--- config.mk ---
export PLATFORM = sky130hd
export DESIGN_NAME = cacheline_adaptor_flat
export DESIGN_NICKNAME = d
export VERILOG_FILES = /design/src/rtl/cacheline_adaptor_if.sv /design/src/rtl/cacheline_adaptor.sv /design/src/flat_wrapper.sv
export SDC_FILE = /design/constraint.sdc
export NUM_CORES = 1
export LEC_CHECK = 0
export CAP_MARGIN = 40
export CORE_AREA = 2 2 310 312
export CTS_CLUSTER_SIZE = 10
export DETAILED_ROUTE_END_ITERATION = 10
export DIE_AREA = 0 0 312 314
export HOLD_SLACK_MARGIN = 0.05
export SYNTH_ARGS = -nofsm -noshare
export SYNTH_HDL_FRONTEND = slang
export SYNTH_SLANG_ARGS = --single-unit
--- constraint.sdc ---
create_clock -name clk -period 16.1 [get_ports clk]
set_clock_uncertainty 0.1 [all_clocks]
set_input_delay 1.61 -clock clk [delete_from_list [all_inputs] [get_ports clk]]
set_output_delay 1.61 -clock clk [all_outputs]
set_load 0.02 [all_outputs]
--- src/rtl/cacheline_adaptor_if.sv ---
// Bus bundle between the cache pmem port, the cacheline adaptor and burst memory.
// slave = adaptor view, master = the cache/memory environment driving the inputs.
`timescale 1ns/1ps
interface cacheline_adaptor_if #(
    parameter int BEAT_W    = 64,
    parameter int NUM_BEATS = 4
);
    localparam int LINE_W = BEAT_W * NUM_BEATS;

    // cache side
    logic [LINE_W-1:0] line_i;
    logic [LINE_W-1:0] line_o;
    logic [31:0]       address_i;
    logic              read_i;
    logic              write_i;
    logic              resp_o;
    logic              err_o;

    // burst memory side
    logic [BEAT_W-1:0] burst_i;
    logic [BEAT_W-1:0] burst_o;
    logic [31:0]       address_o;
    logic              read_o;
    logic              write_o;
    logic              resp_i;

    modport slave (
        input  line_i, address_i, read_i, write_i, burst_i, resp_i,
        output line_o, resp_o, err_o, burst_o, address_o, read_o, write_o
    );

    modport master (
        output line_i, address_i, read_i, write_i, burst_i, resp_i,
        input  line_o, resp_o, err_o, burst_o, address_o, read_o, write_o
    );
endinterface

--- src/rtl/cacheline_adaptor.sv ---
// Cache line <-> 4-beat burst adaptor; CLA_TIMEOUT_EN adds a per-beat stall timeout (err_o).
// Zero-wait latency: request edge, 4 beat cycles, 1 resp_o cycle; resp_i=0 stalls a beat.
`timescale 1ns/1ps
module cacheline_adaptor #(
    parameter int BEAT_W         = 64,
    parameter int NUM_BEATS      = 4,
    parameter int TIMEOUT_CYCLES = 255
) (
    input  logic                 clk,
    input  logic                 rst,
    cacheline_adaptor_if.slave   bus
);
    localparam int LINE_W = BEAT_W * NUM_BEATS;
    localparam int CNT_W  = $clog2(NUM_BEATS);
    localparam int OFF_W  = $clog2(LINE_W / 8);

    localparam logic [31:0]      ADDR_MASK = ~((32'd1 << OFF_W) - 32'd1);
    localparam logic [CNT_W-1:0] LAST_BEAT = CNT_W'(NUM_BEATS - 1);

    localparam logic [1:0] S_IDLE  = 2'd0;
    localparam logic [1:0] S_READ  = 2'd1;
    localparam logic [1:0] S_WRITE = 2'd2;
    localparam logic [1:0] S_DONE  = 2'd3;

    logic [1:0]        r_state;
    logic [CNT_W-1:0]  r_count;
    logic [31:0]       r_addr;
    logic [LINE_W-1:0] r_rline;
    logic [LINE_W-1:0] r_wline;
    logic [BEAT_W-1:0] w_wbeat;
    logic              w_last;
    logic              w_busy;
    logic              w_timeout;

    assign w_last = (r_count == LAST_BEAT);
    assign w_busy = (r_state == S_READ) || (r_state == S_WRITE);

`ifdef CLA_TIMEOUT_EN
    logic [7:0] r_stall;
    logic       r_err;

    assign w_timeout = w_busy && !bus.resp_i && (r_stall == 8'(TIMEOUT_CYCLES - 1));

    always_ff @(posedge clk or posedge rst) begin
        if (rst) begin
            r_stall <= 8'd0;
            r_err   <= 1'b0;
        end else begin
            if (w_busy && !bus.resp_i)
                r_stall <= r_stall + 8'd1;
            else
                r_stall <= 8'd0;

            if (w_timeout)
                r_err <= 1'b1;
            else if (r_state == S_DONE)
                r_err <= 1'b0;
        end
    end

    assign bus.err_o = r_err && (r_state == S_DONE);
`else
    logic w_unused_tmo;

    assign w_timeout    = 1'b0;
    assign w_unused_tmo = ^32'(TIMEOUT_CYCLES);
    assign bus.err_o    = 1'b0;
`endif

    always_ff @(posedge clk or posedge rst) begin
        if (rst) begin
            r_state <= S_IDLE;
            r_count <= '0;
            r_addr  <= 32'd0;
            r_rline <= '0;
            r_wline <= '0;
        end else begin
            case (r_state)
                S_IDLE: begin
                    // read takes priority when both requests arrive together
                    if (bus.read_i) begin
                        r_state <= S_READ;
                        r_addr  <= bus.address_i & ADDR_MASK;
                        r_count <= '0;
                    end else if (bus.write_i) begin
                        r_state <= S_WRITE;
                        r_addr  <= bus.address_i & ADDR_MASK;
                        r_wline <= bus.line_i;
                        r_count <= '0;
                    end
                end
                S_READ: begin
                    if (w_timeout) begin
                        r_state <= S_DONE;
                    end else if (bus.resp_i) begin
                        for (int b = 0; b < NUM_BEATS; b++) begin
                            if (r_count == CNT_W'(b))
                                r_rline[b*BEAT_W +: BEAT_W] <= bus.burst_i;
                        end
                        r_count <= r_count + CNT_W'(1);
                        if (w_last)
                            r_state <= S_DONE;
                    end
                end
                S_WRITE: begin
                    if (w_timeout) begin
                        r_state <= S_DONE;
                    end else if (bus.resp_i) begin
                        r_count <= r_count + CNT_W'(1);
                        if (w_last)
                            r_state <= S_DONE;
                    end
                end
                default: begin
                    r_state <= S_IDLE;
                end
            endcase
        end
    end

    // current write beat selected straight from the count so it tracks each acceptance
    always_comb begin
        w_wbeat = '0;
        for (int b = 0; b < NUM_BEATS; b++) begin
            if (r_count == CNT_W'(b))
                w_wbeat = r_wline[b*BEAT_W +: BEAT_W];
        end
    end

    assign bus.read_o    = (r_state == S_READ);
    assign bus.write_o   = (r_state == S_WRITE);
    assign bus.resp_o    = (r_state == S_DONE);
    assign bus.address_o = r_addr;
    assign bus.line_o    = r_rline;
    assign bus.burst_o   = (r_state == S_WRITE) ? w_wbeat : '0;

endmodule
--- src/flat_wrapper.sv ---
// flat-port wrapper written by rule: the top's interface ports become plain ports
module cacheline_adaptor_flat 
#(
    parameter int BEAT_W         = 64,
    parameter int NUM_BEATS      = 4,
    parameter int TIMEOUT_CYCLES = 255
)
  (clk, rst, bus_line_i, bus_address_i, bus_read_i, bus_write_i, bus_burst_i, bus_resp_i, bus_line_o, bus_resp_o, bus_err_o, bus_burst_o, bus_address_o, bus_read_o, bus_write_o);
  cacheline_adaptor_if #(.BEAT_W(BEAT_W), .NUM_BEATS(NUM_BEATS)) bus_i ();
  input  logic clk;
  input  logic rst;
  input wire logic [$bits(bus_i.line_i)-1:0] bus_line_i;
  input wire logic [$bits(bus_i.address_i)-1:0] bus_address_i;
  input wire logic [$bits(bus_i.read_i)-1:0] bus_read_i;
  input wire logic [$bits(bus_i.write_i)-1:0] bus_write_i;
  input wire logic [$bits(bus_i.burst_i)-1:0] bus_burst_i;
  input wire logic [$bits(bus_i.resp_i)-1:0] bus_resp_i;
  output wire logic [$bits(bus_i.line_o)-1:0] bus_line_o;
  output wire logic [$bits(bus_i.resp_o)-1:0] bus_resp_o;
  output wire logic [$bits(bus_i.err_o)-1:0] bus_err_o;
  output wire logic [$bits(bus_i.burst_o)-1:0] bus_burst_o;
  output wire logic [$bits(bus_i.address_o)-1:0] bus_address_o;
  output wire logic [$bits(bus_i.read_o)-1:0] bus_read_o;
  output wire logic [$bits(bus_i.write_o)-1:0] bus_write_o;
  assign bus_i.line_i = bus_line_i;
  assign bus_i.address_i = bus_address_i;
  assign bus_i.read_i = bus_read_i;
  assign bus_i.write_i = bus_write_i;
  assign bus_i.burst_i = bus_burst_i;
  assign bus_i.resp_i = bus_resp_i;
  assign bus_line_o = bus_i.line_o;
  assign bus_resp_o = bus_i.resp_o;
  assign bus_err_o = bus_i.err_o;
  assign bus_burst_o = bus_i.burst_o;
  assign bus_address_o = bus_i.address_o;
  assign bus_read_o = bus_i.read_o;
  assign bus_write_o = bus_i.write_o;
  cacheline_adaptor #(.BEAT_W(BEAT_W), .NUM_BEATS(NUM_BEATS), .TIMEOUT_CYCLES(TIMEOUT_CYCLES)) u_core (.clk(clk), .rst(rst), .bus(bus_i));
endmodule
== Word-level counts from Yosys, hierarchy flattened ==
Index checks and enable logic that the tools add are counted.

* Output and inout bits: 356
* Word-level logic and storage cells: 48
* Bits of input ports: 357
* Register bits after elaboration: 548

* Eq/ne operators: 9
* Reductions and logical operators: 13
* Mux-type cells: 16
* $add $sub $neg: 1
* Bitwise operators: 1

{| class="wikitable"
|+ Operators by type and width
! kind !! count
|-
| 2-to-1 mux 64 bit || 5
|-
| 2-to-1 mux 32 bit || 2
|-
| AND reduction 3 bit || 7
|-
| 2-to-1 mux 2 bit || 7
|-
| equality test 2 bit, second input constant || 4
|-
| one-hot mux 2 bit (2 select lines) || 2
|-
| equality test 2 x 1 -> 1 bit, second input constant || 2
|-
| logical NOT 2 bit || 2
|-
| != test 2 x 1 -> 1 bit, second input constant || 2
|-
| nonzero test 2 bit || 2
|-
| != test 3 bit, second input constant || 1
|-
| adder 2 x 1 -> 2 bit, second input constant || 1
|-
| AND reduction 2 bit || 1
|-
| OR reduction 2 bit || 1
|-
| inverter 1 bit || 1
|}

== Depth between registers and ports, before layout ==
* Depth in word-level cells: 6
* Depth in mapped cells: 7
* Gate-level depth less buffers: 5

== Worst setup path after synthesis ==
OpenSTA, ideal clock, no wires.

* Path kind: register to output
* Start point: reg u_core.r_state[0]
* End point: out bus_burst_o[0]
* Required time: 14.390 ns
* Setup slack: 12.573 ns
* Buffers on the path: 2
* Arrival time: 1.817 ns
* Cell stages (with the launch flop): 7
* Cell sequence: dfrtp_1 inv_1 ha_1 nand2b_1 clkbuf_2 clkbuf_1 o31ai_1

* Cells in the longest elaborated chain, start to end: 2

{| class="wikitable"
|+ Ends and longest elaborated chain
! element !! RTL line !! RTL
|-
| start, declared || cacheline_adaptor.sv:25 || <nowiki>logic [1:0] r_state;</nowiki>
|-
| start signal, assigned || cacheline_adaptor.sv:72 || <nowiki>r_state <= S_IDLE;</nowiki>
|-
| start signal, assigned || cacheline_adaptor.sv:82 || <nowiki>r_state <= S_READ;</nowiki>
|-
| start signal, assigned || cacheline_adaptor.sv:86 || <nowiki>r_state <= S_WRITE;</nowiki>
|-
| equality test 2 bit || - ||
|-
| via bus_write_o || flat_wrapper.sv:24 || <nowiki>output wire logic [$bits(bus_i.write_o)-1:0] bus_write_o;</nowiki>
|-
| 2-to-1 mux 64 bit || cacheline_adaptor.sv:135 || <nowiki>assign bus.burst_o = (r_state == S_WRITE) ? w_wbeat : '0;</nowiki>
|-
| end, declared || flat_wrapper.sv:21 || <nowiki>output wire logic [$bits(bus_i.burst_o)-1:0] bus_burst_o;</nowiki>
|}

The timed path passes the listed nets, and every way through them passes these cells.

== Final worst setup path ==
* Start point: reg u_core.r_count[0]
* End point: out bus_burst_o[16]

* Cells in the longest elaborated chain, start to end: 6
* Elaborated cells between the ends (all ways): 9
* Those cells by class: eq/ne: 3; mux: 5; reduce/logical: 1

{| class="wikitable"
|+ Ends and longest elaborated chain
! element !! RTL line !! RTL
|-
| start, declared || cacheline_adaptor.sv:26 || <nowiki>logic [CNT_W-1:0] r_count;</nowiki>
|-
| start signal, assigned || cacheline_adaptor.sv:100 || <nowiki>r_count <= r_count + CNT_W'(1);</nowiki>
|-
| start signal, assigned || cacheline_adaptor.sv:109 || <nowiki>r_count <= r_count + CNT_W'(1);</nowiki>
|-
| logical NOT 2 bit || cacheline_adaptor.sv:125 || <nowiki>if (r_count == CNT_W'(b))</nowiki>
|-
| 2-to-1 mux 64 bit (3 in a row) || cacheline_adaptor.sv:125 ||
|-
| 2-to-1 mux 64 bit (*) || cacheline_adaptor.sv:125 ||
|-
| 2-to-1 mux 64 bit (*) || cacheline_adaptor.sv:135 ||
|}

Every way passes the cells marked *; elsewhere a longest branch is shown, timed or not.

==> parameters.txt <==
Parameter                              Value

STA
  Actual slew at the worst max-slew pin    approximately 0.90 ns
  Top achievable clock speed    between 0.15 and 0.2 GHz
  Unrepaired setup endpoints after global routing    false
  Max-slew violation count    0
  Total of endpoints with negative setup slack in the final report    0
  Final critical delay including setup and external delays    6.05 ns
  Fraction of the cycle the final worst path needs    between 30% and 40%
  Max-slew headroom    39.8%
  Hold violation total from the final report    0
  Setup Total Neg Slack    0 ns

GRT
  Number of antenna violations at the first check in global routing    19
  Pin count of the biggest net entering global routing    160
  Total Routing Usage GR    15.2%
  Peak-usage layer in the global routing report    met2
  First-pass GRT wire length    112 mm
  Global routing usage on met1    approximately 18%
  Overflow left after global routing    0
  Vias in the first global route    17000
  Met3 track demand over resource    ~4.1%
  Global Route met2 Usage    25.8%

CTS
  Clock latency at the later pin of the worst-skew pair    0.62 ns
  Maximum buffer depth of the clock tree    3
  Maximum level of the CTS H-tree    3
  Clock-pin slew on the worst setup and hold paths    0.06 ns
  Post-CTS setup buffers    0
  Clock Sinks    around 540
  Clk Tree Root Cell    sky130_fd_sc_hd__clkbuf_16
  Cts hold-fix bufs    0
  Clock tree from TritonCTS    built
  Post-cts sizing count    0
  CTS buffer count    69

Logic synthesis
  Netlist area before placement    22500 sq um
  Average cell area after synthesis    15.1 sq um
  Share of Yosys cell area claimed by the top area cell type    around 60%
  Flops & latches, synth    about 540
  Count of unique library cells instantiated by Yosys    28
  Number of synthesized flops with an enable pin    0
  Synth area leader    sky130_fd_sc_hd__dfrtp_1
  YS warnings    0
  Post-synthesis cell count    roughly 1500
  Sequential fraction of the synthesis area    60.3%
  Post-synthesis async set-or-reset flop share    100%
  Most used DFF post-synth    sky130_fd_sc_hd__dfrtp_1
  Area contributors post-synth    sky130_fd_sc_hd__dfrtp_1, sky130_fd_sc_hd__mux2_2, sky130_fd_sc_hd__a221oi_1

Setup path
  Data required time of the critical path    approximately 14 ns
  Instance count on the critical path    7
  Critical path capture point type    primary output
  Worst R2R End    u_core.r_wline[110]$_DFFE_PP0P_
  Arrival time at the worst endpoint    4.34 ns
  Standard cell with the maximum stage delay on the critical path    sky130_fd_sc_hd__clkdlybuf4s50_1
  CP Max Fanout    50
  Worst r2r path cells    7
  Crit path kind    reg2out
  Worst reg2reg path startpoint    u_core.r_state[0]$_DFFE_PP0P_
  Worst setup path startpoint    u_core.r_count[0]$_DFFE_PP0P_
  Max incr delay on CP    ~0.74 ns
  Slack of the worst reg-to-reg path    roughly 13 ns
  CP bufs+invs    3
  CP endpoint    bus_burst_o[16]
  Crit path max-delay family    buffers and inverters
  CP Launch Type    flop
  Crit path cell chain    inv_1 > ha_1 > nor2b_4 > buf_4 > a221oi_1 > o31ai_1 > clkdlybuf4s50_1

Worst hold path
  Path category of the worst min-delay check    reg2reg

Pwr
  Worst vdd ir    roughly 110 uV
  Internal cell power    roughly 4.3 mW
  Static Leakage    13.7 nW
  Switching pwr    roughly 2.3 mW
  Power density cells    roughly 200 nW/um^2
  Reg power frac    35.7%
  Sw frac    about a third
  Clk network pwr share    a little over a fifth
  Combinational power share    a little over two fifths

Die
  Starting utilization of the core area    a little under a quarter
  Y dimension of the die    about 310 um
  Core box area    ~94000 sq um
  Total Die Area    slightly below 100000 sq um
  I/O pin total    between 700 and 800
  Chip width    ~310 um
  Number of rows in the core area    roughly 110

Detailed routing
  Wire length per cell after detailed routing    around 22 um
  Routed WL    76.2 mm
  Count of routing violations after the opening detailed-route iteration    just under 800
  Average vias per placed instance    between 4 and 5
  Number of nets with antenna violations after routing    0
  Number of detailed-routing iterations run before antenna repair    5
  Overall via count from detail_route    between 15000 and 20000
  Total DRC errors in the routed layout    0

Placement
  Weighted congestion at the end of routability-driven global placement    between 0.8 and 0.9
  DP HPWL    between 50 and 60 mm
  # port buffers    between 700 and 800

Final layout
  Relative area change from synthesis to final layout    46.2%
  Finished Core Util    between 30% and 40%
  Register cell area after layout    ~14000 sq um
  Fill cell total of the finished layout    9197
  Commonest cells after routing, fill and taps aside    sky130_fd_sc_hd__clkdlybuf4s50_1, sky130_fd_sc_hd__dfrtp_1, sky130_fd_sc_hd__mux2_2
  Area taken by multi-input logic gates    between 8000 and 9000 sq um
  Layout cells sized above 1    ~30%
  Layout Nets    between 2000 and 3000
  Most frequent standard cell in the layout excluding fill and tap cells    sky130_fd_sc_hd__clkdlybuf4s50_1

Run
  Total of max-cap violations    0

Status
  Result of the run    completed
-- metrics by stage --
stage	cell area (sq um)	setup slack, ns	total power, mW	hold WS (ns)	std cells
CTS	32900	9.94	6.77	0.404	3484
global placement	30600	10.56	5.16	0.387	3372
floorplan	22600	7.00	3.91	0.379	1494
global route	33000	9.74	7.02	0.408	3501
finish	33000	10.05	6.68	0.399	3502
detailed placement	30900	10.67	5.28	0.391	3382
-- synthesized netlist by cell type, types with 3 or more instances --
cell type and number:
sky130_fd_sc_hd__clkbuf_1 30, sky130_fd_sc_hd__nor2b_1 65, sky130_fd_sc_hd__buf_2 18, sky130_fd_sc_hd__buf_4 20
sky130_fd_sc_hd__a221oi_1 63, sky130_fd_sc_hd__buf_6 39, sky130_fd_sc_hd__mux2_2 539, sky130_fd_sc_hd__ha_1 9
sky130_fd_sc_hd__o31ai_1 63, sky130_fd_sc_hd__nand2_1 6, sky130_fd_sc_hd__dfrtp_1 543, sky130_fd_sc_hd__o21ai_0 3
sky130_fd_sc_hd__inv_1 6, sky130_fd_sc_hd__nand3_1 63, sky130_fd_sc_hd__nand3_2 4
-- how the worst min path moves through the flow --
stage	cells after the start	to	from
floorplan	1	u_core.r_wline[194]$_DFFE_PP0P_	u_core.r_wline[194]$_DFFE_PP0P_
global placement	1	u_core.r_wline[230]$_DFFE_PP0P_	u_core.r_wline[230]$_DFFE_PP0P_
detailed placement	1	u_core.bus.line_o[137]$_DFFE_PP0P_	u_core.bus.line_o[137]$_DFFE_PP0P_
CTS	1	u_core.bus.line_o[78]$_DFFE_PP0P_	u_core.bus.line_o[78]$_DFFE_PP0P_
global route	1	u_core.bus.line_o[78]$_DFFE_PP0P_	u_core.bus.line_o[78]$_DFFE_PP0P_
finish	1	u_core.bus.line_o[137]$_DFFE_PP0P_	u_core.bus.line_o[137]$_DFFE_PP0P_
-- state kept, by name, indices dropped and copies added, names as in the netlist --
signal	cells
u_core.r_state	2
u_core.r_wline	256
u_core.bus.line_o	256
u_core.r_count	2
u_core.bus.address_o	27
-- kinds of logic (layout without fill, tap and decap cells) --
logic type      Yosys count  count (layout)  share of synthesized area [%]
fa+ha+maj                 9               9                          0.499
other cells               1              24                         0.0166
simple gates            143             143                           3.70
buf+inv                 116             841                           3.67
compound gates          136             136                           4.85
mux                     541             541                           27.0
flops                   543             543                           60.3
-- final cells by class --
class	instances	share of cell area [%]
timing repair buffer	733	22.6
inverter	6	0.0797
clock buffer	95	6.07
sequential	543	41.2
tap	1265	4.80
multi-input combinational	835	24.9
antenna	18	0.137
clock inverter	7	0.194
-- metal layers --
| metal | share of wire (%) | vias up | routed length, um |
|---|---|---|---|
| li1 | - | 6837 | - |
| met1 | 39 | 7949 | 29800 |
| met2 | 51 | 526 | 38600 |
| met3 | 5.8 | 157 | 4440 |
| met4 | 4.4 | 2 | 3340 |
| met5 | 0.017 | - | 13 |
-- power by group through the flow --
stage	registers (mW)	logic, mW	clock network [mW]
3_5_place_dp	2.40	2.88	0
3_3_place_gp	2.35	2.81	0
4_1_cts	2.38	2.89	1.50
6_report	2.38	2.85	1.45
5_1_grt	2.46	3.01	1.55
2_1_floorplan	2.73	1.17	0
(Power assumes the default switching activity.)
